[config.mk]
export PLATFORM = sky130hd
export DESIGN_NAME = fetch_queue
export DESIGN_NICKNAME = d
export VERILOG_FILES = /design/src/rtl/fetch_pkg.sv /design/src/rtl/fetch_fifo.sv /design/src/rtl/fetch_queue.sv
export SDC_FILE = /design/constraint.sdc
export NUM_CORES = 1
export LEC_CHECK = 0
export ABC_AREA = 0
export CAP_MARGIN = 15
export CELL_PAD_IN_SITES_DETAIL_PLACEMENT = 0
export CELL_PAD_IN_SITES_GLOBAL_PLACEMENT = 1
export CORE_ASPECT_RATIO = 1.2
export CORE_MARGIN = 1
export CORE_UTILIZATION = 40
export DETAILED_ROUTE_END_ITERATION = 12
export DONT_BUFFER_PORTS = 1
export MAX_ROUTING_LAYER = met4
export PLACE_DENSITY = 0.68
export SLEW_MARGIN = 0
export SYNTH_ARGS = -nofsm -noshare
export SYNTH_HDL_FRONTEND = slang
export SYNTH_SLANG_ARGS = --single-unit
[constraint.sdc]
create_clock -name clk -period 6.7 [get_ports clk]
set_clock_uncertainty 0.15 [all_clocks]
set_input_delay 2.01 -clock clk [delete_from_list [all_inputs] [get_ports clk]]
set_output_delay 2.01 -clock clk [all_outputs]
set_load 0.01 [all_outputs]
[src/rtl/fetch_pkg.sv]
// Shared constants and types for the fetch stage: NOP filler, FSM states and
// the default (32-bit) queue entry layout.
package fetch_pkg;

    localparam logic [31:0] NOP_INSTR  = 32'h0000_0013;
    localparam int          FETCH_XLEN = 32;

    typedef enum logic {
        HALT = 1'b0,
        RUN  = 1'b1
    } fetch_state_t;

    typedef struct packed {
        logic [FETCH_XLEN-1:0] pc;
        logic [FETCH_XLEN-1:0] instr;
    } fetch_entry_t;

endpackage

[src/rtl/fetch_fifo.sv]
// Synchronous prefetch FIFO with push, pop, count and a flush that beats
// both push and pop in the same cycle.
module fetch_fifo
    import fetch_pkg::*;
#(
    parameter type entry_t = fetch_entry_t,
    parameter int  DEPTH   = 4
) (
    input  logic                         clk,
    input  logic                         reset,
    input  logic                         push,
    input  entry_t                       push_data,
    input  logic                         pop,
    input  logic                         flush,
    output entry_t                       head,
    output logic [$clog2(DEPTH+1)-1:0]   count,
    output logic                         empty,
    output logic                         full
);

    localparam int AW = $clog2(DEPTH);
    localparam int CW = $clog2(DEPTH+1);

    entry_t          mem [DEPTH];
    logic [AW-1:0]   rd_ptr;
    logic [AW-1:0]   wr_ptr;
    logic            do_push;
    logic            do_pop;

    assign empty   = (count == '0);
    assign full    = (count == CW'(DEPTH));
    assign do_push = push && !full;
    assign do_pop  = pop && !empty;
    assign head    = mem[rd_ptr];

    // NOTE: registers update with <= so every term reads its pre-edge value.
    always_ff @(posedge clk) begin
        if (!reset || flush) begin
            rd_ptr <= '0;
            wr_ptr <= '0;
            count  <= '0;
        end else begin
            if (do_push) wr_ptr <= wr_ptr + AW'(1);
            if (do_pop)  rd_ptr <= rd_ptr + AW'(1);
            count <= count + CW'(do_push) - CW'(do_pop);
        end
    end

    // NOTE: storage is deliberately not reset; count alone says which slots hold data.
    always_ff @(posedge clk) begin
        if (do_push && reset && !flush) begin
            mem[wr_ptr] <= push_data;
        end
    end

endmodule

[src/rtl/fetch_queue.sv]
// Fetch stage: PC generation, credit-limited imem requests, in-order response
// capture into the prefetch queue, and redirect flush with response discard.
module fetch_queue
    import fetch_pkg::*;
#(
    parameter int               XLEN     = 32,
    parameter logic [XLEN-1:0]  RESET_PC = '0,
    parameter int               DEPTH    = 4
) (
    input  logic             clk,
    input  logic             reset,
    input  logic             run_en,
    input  logic             redirect_valid,
    input  logic [XLEN-1:0]  redirect_pc,
    output logic             imem_req,
    output logic [XLEN-1:0]  imem_addr,
    input  logic             imem_ready,
    input  logic             imem_rsp_valid,
    input  logic [XLEN-1:0]  imem_rsp_data,
    output logic             valid_d,
    output logic [XLEN-1:0]  instr_d,
    output logic [XLEN-1:0]  pc_d,
    output logic [XLEN-1:0]  pc_plus4_d,
    input  logic             stall_d
);

    localparam int           CW      = $clog2(DEPTH+1);
    localparam logic [CW:0]  CREDITS = (CW+1)'(DEPTH);

    typedef struct packed {
        logic [XLEN-1:0] pc;
        logic [XLEN-1:0] instr;
    } entry_t;

    fetch_state_t     state;
    logic [XLEN-1:0]  pc_f;
    logic [XLEN-1:0]  pc_rsp;
    logic [XLEN-1:0]  redirect_target;
    logic [CW-1:0]    outstanding;
    logic [CW-1:0]    discard;
    logic [CW-1:0]    count;
    logic             empty;
    logic             full;
    logic             accept;
    logic             rsp_live;
    logic             push;
    logic             pop;
    entry_t           head;
    entry_t           push_entry;

    assign redirect_target = redirect_pc & ~XLEN'(3);

    // Queued entries plus in-flight requests never exceed DEPTH, so every response has a slot.
    assign imem_req  = reset && (state == RUN) && !redirect_valid &&
                       (({1'b0, count} + {1'b0, outstanding}) < CREDITS);
    assign imem_addr = pc_f;
    assign accept    = imem_req && imem_ready;
    assign rsp_live  = imem_rsp_valid && (outstanding != '0);
    assign push      = rsp_live && (discard == '0) && !full;
    assign pop       = valid_d && !stall_d && !redirect_valid;

    assign push_entry = '{pc: pc_rsp, instr: imem_rsp_data};

    assign valid_d    = reset && !empty;
    assign instr_d    = valid_d ? head.instr : XLEN'(NOP_INSTR);
    assign pc_d       = valid_d ? head.pc : '0;
    assign pc_plus4_d = pc_d + XLEN'(4);

    fetch_fifo #(
        .entry_t (entry_t),
        .DEPTH   (DEPTH)
    ) u_fifo (
        .clk       (clk),
        .reset     (reset),
        .push      (push),
        .push_data (push_entry),
        .pop       (pop),
        .flush     (redirect_valid),
        .head      (head),
        .count     (count),
        .empty     (empty),
        .full      (full)
    );

    always_ff @(posedge clk) begin
        if (!reset) begin
            state       <= HALT;
            pc_f        <= RESET_PC;
            pc_rsp      <= RESET_PC;
            outstanding <= '0;
            discard     <= '0;
        end else begin
            case (state)
                HALT: if (run_en)  state <= RUN;
                RUN:  if (!run_en) state <= HALT;
            endcase

            outstanding <= outstanding + CW'(accept) - CW'(rsp_live);

            // Everything still in flight after this cycle belongs to the old path.
            if (redirect_valid) begin
                pc_f    <= redirect_target;
                pc_rsp  <= redirect_target;
                discard <= outstanding - CW'(rsp_live);
            end else begin
                if (accept) pc_f   <= pc_f + XLEN'(4);
                if (push)   pc_rsp <= pc_rsp + XLEN'(4);
                if (rsp_live && (discard != '0)) discard <= discard - CW'(1);
            end
        end
    end

endmodule
After elaboration in Yosys (flattened, before gate mapping)

Memory sizes are Yosys's and may differ from the RTL's. A register that Yosys moved wholly into a read port is not among the register bits.
Index checks and enable logic that the tools add are counted.

Equality and inequality tests: 1
Bitwise gates (word level): 1
Muxes and demuxes: 13
Magnitude comparators: 1
Add/sub/neg operators: 12
Reductions and logical operators: 29

Operators with widths:

| operator                                                                      | number |
|---|---|
| 32-bit 2-to-1 mux                                                             | 6 |
| 32-bit by 3-bit adder with 32-bit output (second input constant)              | 3 |
| 1-bit logical AND                                                             | 15 |
| 3-bit by 1-bit subtractor with 3-bit output                                   | 3 |
| 3-bit by 1-bit adder with 3-bit output                                        | 2 |
| 3-bit zero test                                                               | 2 |
| 3-bit 2-to-1 mux                                                              | 2 |
| 2-bit nonzero test                                                            | 3 |
| 3-bit nonzero test                                                            | 2 |
| 1-bit zero test                                                               | 5 |
| 2-bit by 1-bit adder with 2-bit output (second input constant)                | 2 |
| 3-bit by 3-bit adder with 4-bit output                                        | 1 |
| 4-bit by 3-bit less-than comparator with 1-bit output (second input constant) | 1 |
| 2-bit 2-to-1 mux                                                              | 2 |
| 3-bit == test (second input constant)                                         | 1 |
| 1-bit 2-to-1 mux                                                              | 3 |
| 3-bit by 1-bit subtractor with 3-bit output (second input constant)           | 1 |
| 2-bit OR reduction                                                            | 1 |
| 1-bit logical OR                                                              | 1 |
| 1-bit inverter                                                                | 1 |

Register bits after elaboration: 78
Output and inout bits: 130
Word-level logic and storage cells: 68
Memories: 1
Memory bits (writable): 256

Memories:

| memory     | words | bits a word | rd ports | clocked after Yosys merged registers in | write ports | RTL line         | RTL |
|---|---|---|---|---|---|---|---|
| u_fifo.mem | 4     | 64          | 1        | 1                                       | 1           | fetch_fifo.sv:24 | `entry_t mem [DEPTH];` |

Logic depth before layout (Yosys ltp)

Depth after elaboration: 9
Mapped depth: 14
Depth with buffers taken out: 11

Hierarchy

From an unflattened synthesis, not the netlist that was laid out.

Cells, all modules: 1007
Area total of the unflattened synthesis: 14480.1 um2

Modules (own cells, without submodules):

| module      | times used | area an instance (um2) | cells an instance | sequential area each (um2) |
|---|---|---|---|---|
| fetch_fifo  | 1          | 9728.1                 | 385               | 7867.5 |
| fetch_queue | 1          | 4752.1                 | 622               | 1341.3 |

Worst setup path after synthesis

No wires, ideal clock.

Kind: input to output
From: in reset
To: out pc_plus4_d[24]
Arrival time: 4.240 ns
Setup slack: 0.300 ns
Stages: 11
Cells stage by stage: nand2b_1 > clkinv_1 > clkbuf_1 > clkbuf_1 > nand2_1 > inv_1 > ha_1 > nand4_1 > nor4_2 > nand4_1 > xnor2_1

Cells in the longest elaborated chain, start to end: 3

RTL lines:

| element                                  | RTL line          | RTL |
|---|---|---|
| start, declared                          | fetch_queue.sv:11 | `input logic reset,` |
| 1-bit logical AND                        | fetch_queue.sv:64 | `assign valid_d = reset && !empty;` |
| via valid_d                              | fetch_queue.sv:20 | `output logic valid_d,` |
| 32-bit 2-to-1 mux                        | fetch_queue.sv:66 | `assign pc_d = valid_d ? head.pc : '0;` |
| via pc_d[2]                              | fetch_queue.sv:22 | `output logic [XLEN-1:0] pc_d,` |
| 32-bit by 3-bit adder with 32-bit output | fetch_queue.sv:67 | `assign pc_plus4_d = pc_d + XLEN'(4);` |
| end, declared                            | fetch_queue.sv:23 | `output logic [XLEN-1:0] pc_plus4_d,` |

The timed path passes the listed nets, and every way through them passes these cells.

Worst setup path after layout

From: in reset
To: out pc_plus4_d[26]

Cells in the longest elaborated chain, start to end: 3

RTL lines:

| element                                  | RTL line |
|---|---|
| 1-bit logical AND                        | fetch_queue.sv:64 |
| 32-bit 2-to-1 mux                        | fetch_queue.sv:66 |
| via pc_d[3]                              | fetch_queue.sv:22 |
| 32-bit by 3-bit adder with 32-bit output | fetch_queue.sv:67 |

The timed path passes the listed nets, and every way through them passes these cells.

==> results.cfg <==
[clocking]
cts.sinks = 324
cts_setup_buffers = 0
numCtsBuffers = 35
clk_latency_ns = 0.51
clk_path_buf_depth = 3
cts.clk_slew.worst_paths_ns = 0.06
cts_resized = 0
root_buffer = clkbuf_16
cts_htree_levels = 2
hold_buffers = 0
cts_tree = done

[setup_path]
crit_type = in -> out
crit_fanout = 35
required_ns = 4.54
crit_arrival_ns = 4.08
r2r_slack_ns = 3.48
reg2reg_depth = 7
setup.worst_path.end_class = output pin
startpoint_type = input port

[sta]
rsz0062_at_grt = false
hold_slack_ns = 0.357
drv_slew = 0
fin_tns_setup_ns = 0
worstMarginPinSlew_ns = 0.932
setup_viol = 0
timing_hold_violations_final = 0
min_period_over_period_pct = 93.1
fmax_mhz = 160
slew_headroom_pct = 37.9
period_minus_slack_ns = 6.24

[power_and_ir_drop]
clock_power_share_pct = 42.8
power.density_mw_per_mm2 = 285
p_leak_nw = 5.23
peakVddDrop_uv = 155
p_switching_mw = 1.04
p_int_mw = 3.57
p_comb_share_pct = 7.1
swShare_pct = 22.6
power.share.sequential_pct = 50.1

[drt]
dr.pass1.iters = 5
wl_um = 33300
drc_errors = 0
viasPerCell = 5.70
route.vias.total = 8831
wl_per_cell_um = 21.5
ant_nets = 0
drtIter0Drc = 676

[synthesis]
synth-seq-cells = 324
syn-cell-area_sq_mm = 0.0144
synth_compound_area_share_pct = 7.19
synthTopCellsByCount = edfxtp_1, dfxtp_1, mux4_2
synthMostInstantiatedCell = edfxtp_1
synth.area.top_cells = edfxtp_1, dfxtp_1, mux4_2, xnor2_1, and2_1
yosysWarnings = 0
synthCells = 1049
postSynth.asyncResetShare_pct = 0
ys_seq_area_share_pct = 62.4
synth_top_family_by_area = simple AND/OR/NAND/NOR gates
synth_fa_ha_area_share_pct = 1.76
synth_xor_area_share_pct = 3.29
yosys.area.top_type = edfxtp_1
netlist.area_leader.share_pct = 51.8
syn_avg_cell_area_sq_um = 13.7
ys_types = 58
yosys.area_share.simple_pct = 12.6
synth_edf_count = 248
synthMuxAreaShare_pct = 9.71
synth_ff_type = edfxtp_1

[floorplan]
io_pins = 201
initial_core_util_pct = 40.9
rows = 75
core_area_sq_mm = 0.0352
dieArea_sq_mm = 0.0367
die_h_um = 210
die_w_um = 175

[placement]
port_buffers = 0
dpl.hpwl_um = 21900
gp_congestion = 0.791

[grt]
grt-ovfl-total = 0
antenna_found_initial = 2
grt_max_degree = 72
grt_pass1_vias = 8776
grt_pass1_wl_um = 51000
gr-usage-all-layers_pct = 18.6

[job]
drv_cap = 0

[min_path]
hold_depth = 2
min_path_type = reg -> reg

[cells_and_area]
nets = 1151
nFillCells = 3209
syn_to_final_growth_pct = 12.3
layout-drive-gt1-share_pct = 14.7

[status]
outcome = finished, final reports clean
==> path summary, 6_finish.rpt <==
| path | start | end |
|---|---|---|
| min | u_fifo.wr_ptr[1] | u_fifo.wr_ptr[1] |
| min reg2reg | u_fifo.wr_ptr[1] | u_fifo.wr_ptr[1] |
| max | reset | pc_plus4_d[26] |
| max reg2reg | discard[0] | u_fifo.mem[1][2] |
==> flip-flops by register name (all words and copies together) (netlist names), named ones only <==
name / cells
state: 1
pc_rsp: 30
imem_addr: 30
discard: 3
u_fifo.mem: 248
u_fifo.count: 3
outstanding: 3
u_fifo.wr_ptr: 2
u_fifo.rd_ptr: 2
==> kinds of logic (layout without fill, tap and decap cells) <==
kind of cell / after synthesis / count (layout)
compound gates: 161 / 161
xor+xnor: 54 / 54
fa+ha+maj: 19 / 19
buf+inv: 99 / 131
flops: 324 / 324
mux: 62 / 62
other cells: 1 / 8
simple gates: 329 / 329
==> power groups by stage <==
stage	clock network (mW)	registers (mW)	logic, mW
after floorplan	0	2.33	0.263
after global placement	0	2.35	0.324
after detailed placement	0	2.35	0.326
after CTS	2.01	2.31	0.329
after global routing	2.09	2.32	0.366
final	1.97	2.31	0.325
==> cell type report <==
class / instances / area, sq um / share of cell area (%)
multi-input combinational: 631 / 5000 / 30.9
sequential: 324 / 8970 / 55.6
inverter: 38 / 143 / 0.883
timing repair buffer: 31 / 283 / 1.75
clock inverter: 19 / 224 / 1.39
clock buffer: 43 / 948 / 5.87
tap: 462 / 578 / 3.58
antenna: 2 / 5.00 / 0.0310
==> routing by layer <==
| layer | GRT usage (%) | vias to the layer above | part of all wire, % |
|---|---|---|---|
| li1 | - | 4063 | - |
| met1 | 24.1 | 4425 | 44 |
| met2 | 29.0 | 292 | 47 |
| met3 | 4.55 | 51 | 7.4 |
| met4 | 5.61 | 0 | 1.8 |
| met5 | - | - | 0 |
==> stage by stage <==
step	cells	total power, mW	worst slack (ns)	util, %	cell area (sq um)
2_1_floorplan	1054	2.59	0.300	-	14400
3_3_place_gp	1486	2.67	0.444	42.6	15000
3_5_place_dp	1486	2.68	0.400	42.6	15000
4_1_cts	1548	4.65	0.382	45.9	16100
5_1_grt	1550	4.77	0.218	45.9	16200
6_report	1550	4.60	0.464	45.9	16200
==> worst max-delay path, cell delays in order <==
cell and delay, ns:
nand2b_1 0.17, inv_2 0.14, and2_1 0.21, ha_1 0.27, nand4_1 0.26, nor4_2 0.29
buf_4 0.20, nand3_1 0.17, xnor2_1 0.20, buf_4 0.14
==> placed cells by master, fill, tap and decap left out, drive strengths merged, types with 5 or more instances in the layout <==
cell | Yosys | final
and4 | 11 | 11
clkbuf | 34 | 43
edfxtp | 248 | 248
nor2 | 43 | 43
ha | 17 | 17
nand3 | 36 | 36
inv | 37 | 39
a41oi | 6 | 6
o21ai | 49 | 49
clkinv | 1 | 9
a31oi | 16 | 16
and2 | 58 | 58
nand4 | 33 | 33
bufinv | 0 | 5
a21oi | 38 | 38
dfxtp | 76 | 76
buf | 27 | 31
a211oi | 12 | 12
xnor2 | 41 | 41
conb | 1 | 6
mux4 | 62 | 62
nor3 | 18 | 18
xor2 | 13 | 13
nand2 | 55 | 55
and3 | 22 | 22
o31a | 6 | 6
a311oi | 16 | 16
nor2b | 11 | 11
or3 | 12 | 12
nand2b | 6 | 6
nor4 | 16 | 16
No activity file was read; power rests on OpenSTA's default activity.
